==> config.mk <==
export PLATFORM = sky130hd
export DESIGN_NAME = seq_detect_param
export DESIGN_NICKNAME = d
export VERILOG_FILES = /design/src/rtl/seq_detect_pkg.sv /design/src/rtl/sat_counter.sv /design/src/rtl/seq_detect_param.sv
export SDC_FILE = /design/constraint.sdc
export NUM_CORES = 1
export LEC_CHECK = 0
export ABC_AREA = 1
export ABC_CLOCK_PERIOD_IN_PS = 4500
export CAP_MARGIN = 20
export CORE_UTILIZATION = 53
export CTS_CLUSTER_SIZE = 24
export DETAILED_ROUTE_END_ITERATION = 10
export PLACE_DENSITY = 0.78
export SYNTH_ARGS = -nofsm -noshare
export SYNTH_HDL_FRONTEND = slang
export SYNTH_SLANG_ARGS = --single-unit
export TNS_END_PERCENT = 1
==> constraint.sdc <==
create_clock -name clk -period 4.5 [get_ports clk]
set_clock_uncertainty 0.15 [all_clocks]
set_input_delay 0.9 -clock clk [delete_from_list [all_inputs] [get_ports clk]]
set_output_delay 0.9 -clock clk [all_outputs]
set_load 0.03 [all_outputs]
==> src/rtl/seq_detect_pkg.sv <==
// Shared constants and elaboration-time helpers for the parametrised
// serial-pattern detector: state width and the KMP-style transition rule.
package seq_detect_pkg;

  localparam int MAX_LEN = 16;

  // Bits needed to hold states 0..len.
  function automatic int state_w(input int len);
    return $clog2(len + 1);
  endfunction

  // Bit i of the pattern in arrival order (i = 0 is the first bit received).
  function automatic logic pat_bit(input logic [MAX_LEN-1:0] pattern,
                                   input int len, input int i);
    logic [MAX_LEN-1:0] tmp;
    tmp = pattern >> (len - 1 - i);
    return tmp[0];
  endfunction

  // Longest pattern prefix that is a suffix of (first k pattern bits, then b).
  // Capped at len, so from the full-match state this yields the overlap target.
  function automatic int next_state(input logic [MAX_LEN-1:0] pattern,
                                    input int len, input int k, input logic b);
    int   best;
    int   idx;
    logic ok;
    logic sb;
    if (k > len || len > MAX_LEN || len < 1) return 0;
    best = 0;
    for (int j = 1; j <= MAX_LEN; j++) begin
      if (j <= len && j <= k + 1) begin
        ok = 1'b1;
        for (int t = 0; t < MAX_LEN; t++) begin
          if (t < j) begin
            idx = k + 1 - j + t;
            sb  = (idx < k) ? pat_bit(pattern, len, idx) : b;
            if (pat_bit(pattern, len, t) != sb) ok = 1'b0;
          end
        end
        if (ok) best = j;
      end
    end
    return best;
  endfunction

endpackage

==> src/rtl/sat_counter.sv <==
// Saturating up-counter with synchronous clear; holds at all-ones.
module sat_counter #(
  parameter int W = 8
) (
  input  logic         clk,
  input  logic         rst_n,
  input  logic         clr_i,
  input  logic         inc_i,
  output logic [W-1:0] cnt_o
);

  logic [W-1:0] cnt_q, cnt_d;

  // Next count: clear wins, otherwise increment unless already saturated.
  always_comb begin
    // NOTE: default assignment first so every path drives cnt_d and no latch is inferred.
    cnt_d = cnt_q;
    if (clr_i) begin
      cnt_d = '0;
    end else if (inc_i && (cnt_q != {W{1'b1}})) begin
      cnt_d = cnt_q + W'(1);
    end
  end

  // Count register.
  always_ff @(posedge clk or negedge rst_n) begin
    // NOTE: non-blocking assignments for state so all registers update together at the edge.
    if (!rst_n) cnt_q <= '0;
    else        cnt_q <= cnt_d;
  end

  assign cnt_o = cnt_q;

endmodule

==> src/rtl/seq_detect_param.sv <==
// Parametrised Moore serial-pattern detector. State k means the last k
// accepted bits equal the first k pattern bits; state PAT_LEN is the match.
// Overlap vs non-overlap is chosen when leaving the match state.
module seq_detect_param #(
  parameter int                 PAT_LEN = 4,
  parameter logic [PAT_LEN-1:0] PATTERN = 4'b1101,
  parameter int                 CNT_W   = 8
) (
  input  logic             clk,
  input  logic             rst,
  input  logic             clr,
  input  logic             ovl_en,
  input  logic             in_valid,
  input  logic             in,
  output logic             detect,
  output logic [CNT_W-1:0] match_cnt
);

  import seq_detect_pkg::*;

  localparam int                 SW      = state_w(PAT_LEN);
  localparam int                 NSTATES = 1 << SW;
  localparam logic [MAX_LEN-1:0] PAT_EXT = MAX_LEN'(PATTERN);
  localparam logic [SW-1:0]      S_IDLE  = '0;
  localparam logic [SW-1:0]      S_MATCH = SW'(PAT_LEN);

  logic [SW-1:0] state_q, state_d;
  logic [SW-1:0] ns_tbl [NSTATES][2];
  logic          cnt_inc;

  // Transition table built at elaboration; unreachable codes fall back to idle.
  for (genvar k = 0; k < NSTATES; k++) begin : g_tbl
    for (genvar b = 0; b < 2; b++) begin : g_bit
      localparam int NS = (k <= PAT_LEN) ? next_state(PAT_EXT, PAT_LEN, k, 1'(b)) : 0;
      assign ns_tbl[k][b] = SW'(NS);
    end
  end

  // Next state: clear dominates, stall holds, non-overlap restarts from idle.
  always_comb begin
    state_d = state_q;
    if (clr) begin
      state_d = S_IDLE;
    end else if (in_valid) begin
      if ((state_q == S_MATCH) && !ovl_en) state_d = ns_tbl[S_IDLE][in];
      else                                  state_d = ns_tbl[state_q][in];
    end
  end

  // State register.
  always_ff @(posedge clk or negedge rst) begin
    if (!rst) state_q <= S_IDLE;
    else      state_q <= state_d;
  end

  // Count every accepted edge that lands in the match state.
  assign cnt_inc = !clr && in_valid && (state_d == S_MATCH);

  sat_counter #(.W(CNT_W)) u_cnt (
    .clk   (clk),
    .rst_n (rst),
    .clr_i (clr),
    .inc_i (cnt_inc),
    .cnt_o (match_cnt)
  );

  // Moore output decoded from the registered state only.
  assign detect = (state_q == S_MATCH);

endmodule

==> impl_metrics.tcl <==
set metrics [dict create \
    p_leak_nw 0.5176 \
    start_kind "flop" \
    synth_top_cell_area_share 0.3526 \
    initial_utilization 0.5854 \
    rsz0062_at_grt "false" \
    io_buffers 14 \
    dieWidth_um 40.38 \
    grt_pass1_wl_mm 2.615 \
    clockRootBuffer "clkbuf_4" \
    routed_wirelength_mm 1.593 \
    fin_nets 134 \
    place.gp.congestion 0.7603 \
    crit_fanout 3 \
    cts_tree "built" \
    vias 698 \
    multi_input_area_um2 432.9 \
    status "completed" \
    cp-end-kind "output pin" \
    async_flop_share 1.000 \
    required_ps 3450 \
    drcViolationCount 0 \
    n_antenna_cell 0 \
    syn_nets 116 \
    drv_cap 0 \
    reg2reg_depth 10 \
    grt_max_degree 16 \
    n_fill_cell 115 \
    yosysWarnings 0 \
    cts_setup_buffers 0 \
    hold_depth 2 \
    yosysSeqAreaShare 0.3526 \
    die-area_mm2 0.001631 \
    io_pins 15 \
    clk_latency_ps 270 \
    synthCells 106 \
    fp-row-count 13 \
    power_density_mw_per_mm2 204.3 \
    yosys.cell_types.count 19 \
    hpwl_mm 1.205 \
    grt_use_total 0.2480 \
    ys_top_cells_by_area "dfrtp_1 (35%), nand2_1 (12%), nand3_1 (8.3%)" \
    synth_edf_count 0 \
    power.share.combinational 0.141 \
    hp-class "reg -> reg" \
    whs_ps 419.9 \
    synth_top_area_cell "dfrtp_1" \
    clock_sinks 11 \
    drive_gt1_frac 0.1057 \
    finalCriticalPeriod_ps 2812 \
    grt_overflow_total 0 \
    cts_hold_buf 0 \
    wl_per_cell_um 11.54 \
    power_frac_seq 0.515 \
    finalHoldViolCount 0 \
    numCtsBuffers 3 \
    period_share 0.6248 \
    max_freq_mhz 355.7 \
    setup_viol 0 \
    synth.most_common_cell "nand2_1" \
    ys.flop_type "dfrtp_1" \
    netlist_area_um2 780.7 \
    fin_cells 138 \
    cts-resized-gates 0 \
    area.sequential_um2 275.3 \
    die_y_um 40.38 \
    synth.top_cells.by_count "nand2_1 (24), inv_1 (16), nand3_1 (13), nor2_1 (13), dfrtp_1 (11)" \
    antenna_found_initial 0 \
    intPower_mw 0.1427 \
    syn_avg_cell_area_um2 7.366 \
    htree_num_levels 1 \
    finalSetupTns_ps 0 \
    ir_drop_uv 152.8 \
    p_switching_mw 0.05395 \
    pwr-share-clk 0.344 \
    drv_slew 0 \
    synthToLayoutAreaGrowth_pct 23.24 \
    clockBufferDepth 2 \
    fin_ws_ps 1688 \
    tightest_slew_ps 487.7 \
    path_class "reg -> out" \
    core_area_mm2 0.001334 \
    grt_pass1_vias 623 \
    dr.pass1.iters 4 \
    dp_cells 134 \
    clk_pin_slew_worst_paths_ps 70 \
    worst-endpoint-arrival_ps 1760 \
    drt_iter0_drc 13 \
    relSlewSlack 0.6739 \
    p_sw_frac 0.2744 \
    viasPerCell 5.058 \
    drtAntennaViolNets 0 \
    ys_ff_latch 11 \
    place_ws_ps 1948 \
]
## path summary, 6_finish.rpt
kind	to	from	slack [ps]
max	detect	state_q[0]	1690
min	u_cnt.cnt_o[1]	u_cnt.cnt_o[1]	420
max reg2reg	u_cnt.cnt_o[7]	state_q[0]	2660
min reg2reg	u_cnt.cnt_o[1]	u_cnt.cnt_o[1]	420
max in group asynchronous	u_cnt.cnt_o[7]	rst	3070
min in group asynchronous	u_cnt.cnt_o[4]	rst	800
## metal layers
layer  global-route usage  vias up  wire, um
met5                    0        -         0
met4              0.05000        0         7
met3               0.1000        2        72
met2               0.3929       14       729
met1               0.3153      313       784
li1                     -      369         -
## critical path, cell delays in order, from the launching register on
cell and delay, ps:
dfrtp_1 400, inv_1 100, ha_1 190, nand2_1 80, clkinv_1 60, clkdlybuf4s50_1 650
## power by group through the flow
stage / logic, mW / clock network, mW / registers, mW
CTS: 0.0281 / 0.0703 / 0.101
finish: 0.0278 / 0.0676 / 0.101
floorplan: 0.0166 / 0 / 0.103
global placement: 0.0271 / 0 / 0.103
global route: 0.0314 / 0.0735 / 0.101
detailed placement: 0.0279 / 0 / 0.103
## state kept, by name, summed over array words and instances (netlist names)
register / flops
state_q: 3
u_cnt.cnt_o: 8
## cells in the final DEF, fill, tap and decap left out
cell | synthesis | routed
nand3_2 | 2 | 2
clkdlybuf4s50_1 | 0 | 14
nand2_2 | 2 | 2
dfrtp_1 | 11 | 11
nor2_4 | 1 | 1
ha_1 | 4 | 4
inv_1 | 16 | 16
clkinv_1 | 1 | 1
a21oi_4 | 1 | 1
nor2_1 | 13 | 13
nor3_1 | 1 | 1
nand3_4 | 1 | 1
nand3_1 | 13 | 13
a21oi_1 | 1 | 1
or2_2 | 1 | 1
clkinv_2 | 0 | 1
nand2_1 | 24 | 24
clkbuf_4 | 0 | 3
xor2_1 | 4 | 4
inv_2 | 1 | 1
nand4_1 | 8 | 8
## through the flow
step	instance area (um^2)	util	power (mW)
6_report	962.2	0.7214	0.1966
5_1_grt	962.2	0.7214	0.2062
4_1_cts	962.2	0.7214	0.1994
3_5_place_dp	934.6	0.7008	0.1310
3_3_place_gp	934.6	0.7008	0.1302
2_1_floorplan	780.7	-	0.1196
## final cells by class
type                       instances  share of cell area
clock inverter                     1            0.005202
sequential                        11              0.2861
tap                               15             0.01951
clock buffer                       3             0.02341
inverter                          18             0.07022
multi-input combinational         76              0.4499
timing repair buffer              14              0.1456
## logic make-up after synthesis
kind of cell	synth area share
compound gates	0.02724
flops	0.3526
fa+ha+maj	0.06411
simple gates	0.4183
xor+xnor	0.04487
buf+inv	0.09294
Power figures use the tool's default switching activity.
